==> src/rtl/bi_bus_driver_if.sv <==
// Handshake and physical-bus bundle for the bus-invert transmit stage.
// The slave modport is the driver's view: it takes raw words in and
// drives the encoded bus out. The master modport is the view of whatever
// surrounds it, which is both the word producer and the bus consumer.
interface bi_bus_driver_if #(
    parameter int WIDTH = 8
);
    logic [WIDTH-1:0] in_data;
    logic             in_valid;
    logic             in_ready;
    logic [WIDTH-1:0] bus_data;
    logic             bus_inv;
    logic             out_valid;
    logic             out_ready;

    modport slave (
        input  in_data,
        input  in_valid,
        output in_ready,
        output bus_data,
        output bus_inv,
        output out_valid,
        input  out_ready
    );

    modport master (
        output in_data,
        output in_valid,
        input  in_ready,
        input  bus_data,
        input  bus_inv,
        input  out_valid,
        output out_ready
    );
endinterface

==> src/rtl/bi_bus_driver.sv <==
// Transmit-side bus-invert encoder with a one-deep output register.
// Each accepted word is sent either plain or inverted, whichever causes
// fewer transitions on the bus wires plus the invert line, measured
// against the word that is currently on the bus.
// Optional feature macro: BI_STATS_EN builds the raw/bus transition
// counters. Without it the counters read 0 and i_stats_clr is ignored.
module bi_bus_driver #(
    parameter int WIDTH = 8,
    parameter int CNT_W = 16
) (
    input  logic             clk,
    input  logic             rst,
    bi_bus_driver_if.slave   bus,
    input  logic             i_stats_clr,
    output logic [CNT_W-1:0] o_raw_toggles,
    output logic [CNT_W-1:0] o_bus_toggles
);
    // Wide enough for WIDTH + 1, the largest cost value.
    localparam int PW = $clog2(WIDTH + 1) + 1;

    function automatic logic [PW-1:0] popcount(input logic [WIDTH-1:0] v);
        logic [PW-1:0] c;
        c = '0;
        for (int i = 0; i < WIDTH; i++) begin
            c = c + PW'(v[i]);
        end
        return c;
    endfunction

    logic [WIDTH-1:0] r_bus_data;
    logic             r_bus_inv;
    logic             r_out_valid;

    logic             w_in_ready;
    logic             w_accept;
    logic [PW-1:0]    w_dist;
    logic [PW-1:0]    w_cost_plain;
    logic [PW-1:0]    w_cost_inv;
    logic             w_invert;
    logic [WIDTH-1:0] w_new_bus;

    // The slot is free when it is empty or when its word leaves this cycle.
    assign w_in_ready = !r_out_valid || bus.out_ready;
    assign w_accept   = bus.in_valid && w_in_ready;

    // Cost of each encoding relative to what is currently on the wires.
    // Plain wins ties; an even width never produces a tie anyway.
    always_comb begin
        w_dist       = popcount(bus.in_data ^ r_bus_data);
        w_cost_plain = w_dist + PW'(r_bus_inv);
        w_cost_inv   = PW'(WIDTH) - w_dist + PW'(!r_bus_inv);
        w_invert     = (w_cost_inv < w_cost_plain);
        w_new_bus    = w_invert ? ~bus.in_data : bus.in_data;
    end

    // Bus registers hold between words; only the occupancy bit drops.
    always_ff @(posedge clk) begin
        if (rst) begin
            r_bus_data  <= '0;
            r_bus_inv   <= 1'b0;
            r_out_valid <= 1'b0;
        end else if (w_accept) begin
            r_bus_data  <= w_new_bus;
            r_bus_inv   <= w_invert;
            r_out_valid <= 1'b1;
        end else if (bus.out_ready && r_out_valid) begin
            r_out_valid <= 1'b0;
        end
    end

    assign bus.in_ready  = w_in_ready;
    assign bus.bus_data  = r_bus_data;
    assign bus.bus_inv   = r_bus_inv;
    assign bus.out_valid = r_out_valid;

`ifdef BI_STATS_EN
    localparam int SW = ((CNT_W > PW) ? CNT_W : PW) + 1;
    localparam logic [SW-1:0] SAT = {{(SW - CNT_W){1'b0}}, {CNT_W{1'b1}}};

    logic [WIDTH-1:0] r_prev_raw;
    logic [CNT_W-1:0] r_raw_toggles;
    logic [CNT_W-1:0] r_bus_toggles;

    logic [PW-1:0]    w_raw_inc;
    logic [PW-1:0]    w_bus_inc;
    logic [SW-1:0]    w_raw_sum;
    logic [SW-1:0]    w_bus_sum;
    logic [CNT_W-1:0] w_raw_next;
    logic [CNT_W-1:0] w_bus_next;

    // Transition counts for the accepted word and saturating sums.
    always_comb begin
        w_raw_inc  = popcount(bus.in_data ^ r_prev_raw);
        w_bus_inc  = popcount(w_new_bus ^ r_bus_data) + PW'(w_invert != r_bus_inv);
        w_raw_sum  = SW'(r_raw_toggles) + SW'(w_raw_inc);
        w_bus_sum  = SW'(r_bus_toggles) + SW'(w_bus_inc);
        w_raw_next = (w_raw_sum > SAT) ? {CNT_W{1'b1}} : w_raw_sum[CNT_W-1:0];
        w_bus_next = (w_bus_sum > SAT) ? {CNT_W{1'b1}} : w_bus_sum[CNT_W-1:0];
    end

    // Clear beats a same-cycle increment; prev_raw still tracks the accept.
    always_ff @(posedge clk) begin
        if (rst) begin
            r_prev_raw    <= '0;
            r_raw_toggles <= '0;
            r_bus_toggles <= '0;
        end else begin
            if (w_accept) begin
                r_prev_raw <= bus.in_data;
            end
            if (i_stats_clr) begin
                r_raw_toggles <= '0;
                r_bus_toggles <= '0;
            end else if (w_accept) begin
                r_raw_toggles <= w_raw_next;
                r_bus_toggles <= w_bus_next;
            end
        end
    end

    assign o_raw_toggles = r_raw_toggles;
    assign o_bus_toggles = r_bus_toggles;
`else
    logic w_unused_stats_clr;

    assign w_unused_stats_clr = i_stats_clr;
    assign o_raw_toggles      = '0;
    assign o_bus_toggles      = '0;
`endif
endmodule
==> src/flat_wrapper.sv <==
// flat-port wrapper written by rule: the top's interface ports become plain ports
module bi_bus_driver_flat 
#(
    parameter int WIDTH = 8,
    parameter int CNT_W = 16
)
  (clk, rst, i_stats_clr, o_raw_toggles, o_bus_toggles, bus_in_data, bus_in_valid, bus_in_ready, bus_bus_data, bus_bus_inv, bus_out_valid, bus_out_ready);
  bi_bus_driver_if #(.WIDTH(WIDTH)) bus_i ();
  input  logic clk;
  input  logic rst;
  input  logic i_stats_clr;
  output logic [CNT_W-1:0] o_raw_toggles;
  output logic [CNT_W-1:0] o_bus_toggles;
  input wire logic [$bits(bus_i.in_data)-1:0] bus_in_data;
  input wire logic [$bits(bus_i.in_valid)-1:0] bus_in_valid;
  output wire logic [$bits(bus_i.in_ready)-1:0] bus_in_ready;
  output wire logic [$bits(bus_i.bus_data)-1:0] bus_bus_data;
  output wire logic [$bits(bus_i.bus_inv)-1:0] bus_bus_inv;
  output wire logic [$bits(bus_i.out_valid)-1:0] bus_out_valid;
  input wire logic [$bits(bus_i.out_ready)-1:0] bus_out_ready;
  assign bus_i.in_data = bus_in_data;
  assign bus_i.in_valid = bus_in_valid;
  assign bus_in_ready = bus_i.in_ready;
  assign bus_bus_data = bus_i.bus_data;
  assign bus_bus_inv = bus_i.bus_inv;
  assign bus_out_valid = bus_i.out_valid;
  assign bus_i.out_ready = bus_out_ready;
  bi_bus_driver #(.WIDTH(WIDTH), .CNT_W(CNT_W)) u_core (.clk(clk), .rst(rst), .bus(bus_i), .i_stats_clr(i_stats_clr), .o_raw_toggles(o_raw_toggles), .o_bus_toggles(o_bus_toggles));
endmodule
==> config.mk <==
export PLATFORM = sky130hd
export DESIGN_NAME = bi_bus_driver_flat
export DESIGN_NICKNAME = d
export VERILOG_FILES = /design/src/rtl/bi_bus_driver_if.sv /design/src/rtl/bi_bus_driver.sv /design/src/flat_wrapper.sv
export SDC_FILE = /design/constraint.sdc
export NUM_CORES = 1
export LEC_CHECK = 0
export CELL_PAD_IN_SITES_DETAIL_PLACEMENT = 2
export CELL_PAD_IN_SITES_GLOBAL_PLACEMENT = 2
export CORE_ASPECT_RATIO = 1.25
export CORE_UTILIZATION = 22
export CTS_BUF_LIST = sky130_fd_sc_hd__clkbuf_8
export DETAILED_ROUTE_END_ITERATION = 12
export PLACE_DENSITY = 0.92
export SLEW_MARGIN = 20
export SYNTH_ARGS = -nofsm -noshare
export SYNTH_HDL_FRONTEND = slang
export SYNTH_SLANG_ARGS = --single-unit
==> constraint.sdc <==
create_clock -name clk -period 5.8 [get_ports clk]
set_input_delay 1.16 -clock clk [delete_from_list [all_inputs] [get_ports clk]]
set_output_delay 1.16 -clock clk [all_outputs]
set_load 0.02 [all_outputs]
==> impl_summary.txt <==
----------------------------------------------------
[Critical path]
  Worst Reg-to-Reg Cells ... 16
  Reg2Reg Capture Point ... u_core.bus.bus_data[3]$_SDFFE_PP0P_
  Internal reg-to-reg setup slack ... 1.04 ns
  Reg-to-reg critical path startpoint ... u_core.bus.bus_data[0]$_SDFFE_PP0P_
  Critical path cell sequence ... clkdlybuf4s50_1 > xor2_1 > fa_1 > inv_1 > fa_1 > fa_2 > fa_2 > buf_4 > ha_1 > xnor2_1 > ha_1 > nand2b_1 > a21oi_2 > buf_4 > or3_1 > a311oi_2
  Cell type of the slowest stage on the worst timing path ... sky130_fd_sc_hd__clkdlybuf4s50_1
  Critical path data required time ... 5.96 ns
  Kind of critical path ... input pin to register
  Type of origin of the critical path ... input pin
  Maximum fanout along the worst path ... 13
  Crit end category ... register
  Delay of the slowest cell on the worst path ... 0.51 ns
  CP arrival ... 5.66 ns

[Floorplan]
  Core Rows ... 28
  Width of the die ... 65.53 µm
  Number of top-level design ports ... 56
  Initial standard-cell utilization of the core ... 23.12%
  Area inside the core boundary ... 4800 µm²
  Chip Height ... 81.41 µm
  Die area ... 5334 µm²

[Global route]
  Total global-route track usage ... 11.95%
  Number of global-route vias before repair ... 974
  Aggregate global routing overflow ... 0
  Antenna violations before repair ... 0
  Pin count of the biggest net entering global routing ... 18
  First-pass GRT wire length ... 4.560 mm

[Yosys]
  Number of enable-type register cells in the synthesized netlist ... 0
  Most frequently used cell type in the post-synthesis netlist ... sky130_fd_sc_hd__buf_4
  Sequential area share after synthesis ... 18.04%
  Post-synthesis cell type with the largest combined area ... sky130_fd_sc_hd__buf_4
  Top FF cell, synth ... sky130_fd_sc_hd__dfxtp_1
  Post-synthesis cell type count ... 27
  Synthesized netlist cell count ... 131
  Number of warning messages in the yosys log ... 0
  Portion of synthesized cell area occupied by the leading cell type ... 22.32%
  Mean cell area of the mapped netlist ... 8.472 µm²
  Netlist area before placement ... 1110 µm²
  Main area contributors after synthesis ... sky130_fd_sc_hd__buf_4 (22%), sky130_fd_sc_hd__dfxtp_1 (18%), sky130_fd_sc_hd__ha_1 (10%), sky130_fd_sc_hd__fa_1 (7.2%), sky130_fd_sc_hd__xnor2_1 (7.1%)
  Post-synthesis sequential element count ... 10
  Synth top cells by count ... sky130_fd_sc_hd__buf_4 (33), sky130_fd_sc_hd__dfxtp_1 (10), sky130_fd_sc_hd__ha_1 (9), sky130_fd_sc_hd__nor2_1 (9), sky130_fd_sc_hd__xnor2_1 (9)
  FFs w/ async S/R, synth ... 0%

[STA]
  Post-route worst setup slack ... 0.3001 ns
  Worst-Margin Slew ... 0.6594 ns
  Setup violators final ... 0
  Tcrit/Tclk final ... 94.83%
  Maximum clock skew at final layout ... 0.001153 ns
  Worst max-slew margin expressed relative to the limit ... 56.04%
  RSZ-0062 raised after global routing ... false
  Max frequency ... 0.1818 GHz
  Final worst path period need ... 5.500 ns
  Hold Violations, Final ... 0
  Max Slew Vio Count ... 0
  Final total negative setup slack ... 0 ns

[Layout]
  Share of layout cells above drive strength 1 ... 14.74%
  Synthesis-to-layout area growth ... 27.73%
  Number of inserted diodes ... 0
  Nets ... 183
  Layout Cell Area excl Fill ... 1418 µm²

[Hold path]
  Startpoint of the tightest hold check path ... u_core.bus.bus_data[2]$_SDFFE_PP0P_
  Number of cells on the worst hold path ... 2
  Worst hold path endpoint ... u_core.bus.bus_data[2]$_SDFFE_PP0P_
  Type of the worst min-delay path ... register to register

[Clock tree]
  Insertion delay of the later-clocked pin in the worst-skew pair ... 0.25 ns
  # H-tree levels ... 1
  Hold buffers post-CTS ... 0
  Clock Sink Count ... 10
  Clock transition time at the flip-flop clock pins of the worst setup and hold paths ... 0.06 ns
  Clock Root Buffer ... sky130_fd_sc_hd__clkbuf_8
  Cts bufs inserted ... 3
  Maximum buffer depth of the clock tree ... 2
  Clock tree from TritonCTS ... yes

[Detailed routing]
  Number of antenna-violating nets in the routed design ... 0
  Count of TritonRoute iterations in the first routing pass ... 2
  Total detailed-routing wirelength ... 3.234 mm
  Count of vias placed by the detailed router ... 925
  Average wire per cell in the routed design ... 14.97 µm
  Violation count after the first detailed-route iteration ... 15
  Post-detailed-route DRC marker count ... 0
  Via density ... 4.282

[Outcome]
  Run status ... complete, no violations

[Placed design]
  Pre-CTS setup slack ... -0.3730 ns
  Placed standard-cell area ... 1280 µm²
  Final HPWL DP ... 2.316 mm
  Routability congestion estimate from global placement ... 0.7319
  Port buffer count ... 22

[Job]
  Max-cap violation count ... 0

----------------------------------------------------
-- placed cells by master, fill, tap and decap left out, drive strengths merged --
cell,count
dlymetal6s2s,2
inv,8
fa,4
nand3,1
o21ba,1
and2,2
o2111ai,1
nand2b,2
a21oi,3
clkbuf,4
nor2b,1
dfxtp,10
clkdlybuf4s50,20
xor2,4
o21ai,10
ha,9
nand2,1
or3,8
nor2,9
nor3,2
xnor2,9
a311oi,8
conb,32
buf,5
-- worst max path at each step --
stage	start	endpoint	slack, ns	cells after the start
after floorplan	bus_in_data[0]	u_core.bus.bus_data[1]$_SDFFE_PP0P_	0.39	16
after detailed placement	bus_in_data[0]	u_core.bus.bus_data[6]$_SDFFE_PP0P_	-0.37	17
final	bus_in_data[2]	u_core.bus.bus_data[3]$_SDFFE_PP0P_	0.30	16
after CTS	bus_in_data[0]	u_core.bus.bus_data[6]$_SDFFE_PP0P_	0.0006	17
after global placement	bus_in_data[0]	u_core.bus.bus_data[4]$_SDFFE_PP0P_	-0.16	17
after global routing	bus_in_data[2]	u_core.bus.bus_data[6]$_SDFFE_PP0P_	0.15	16
-- per-layer routing --
layer	GRT usage, %	share of wire (%)
met3	2.639	5.2
met4	11.09	5.3
met5	0	0
met1	11.07	34
met2	21.55	55
-- state kept, by name, summed over array words and instances, names as in the netlist --
register	cells
u_core.bus.bus_data	8
u_core.bus.out_valid	1
u_core.bus.bus_inv	1
-- critical path: cells and delay by family --
family,cells,cell delay [ns]
xor gates and xnor gates,2,0.37
adders and majority gates,6,2.38
AOI/OAI and AO/OA,2,0.33
and+or+nand+nor,2,0.47
buffers and inverters,4,0.95
-- metrics by stage --
step	instances	utilization, %	hold WS (ns)
finish	216	29.54	0.5400
global route	216	29.54	0.5733
CTS	215	28.26	0.5380
detailed placement	211	26.67	0.5310
global placement	211	26.67	0.5142
floorplan	162	-	0.5890
-- area by class of cell --
type / count / area, µm²
inverter: 8 / 30.03
timing repair buffer: 27 / 262.8
multi-input combinational: 107 / 794.5
fill: 560 / 3382
sequential: 10 / 200.2
tap: 60 / 75.07
clock buffer: 4 / 55.05
-- timing repair --
action / in CTS / in global routing
pin swaps: 1 / 11
buffers inserted: 0 / 1
hold endpoints to repair: 0 / 0
gates cloned: 0 / 0
setup endpoints to repair: 8 / 8
gates resized for setup: 4 / 11
-- logic make-up after synthesis --
logic type	count (synthesis)	share of synthesized area, %
fa+ha+maj	13	17.36
flops	10	18.04
buf+inv	45	27.17
other cells	1	0.3379
compound gates	23	14.77
simple gates	26	12.06
xor+xnor	13	10.26
Power is left out: the tool's default activity adds up to more than one toggle a clock period on the data nets, which glitch-free logic cannot reach.
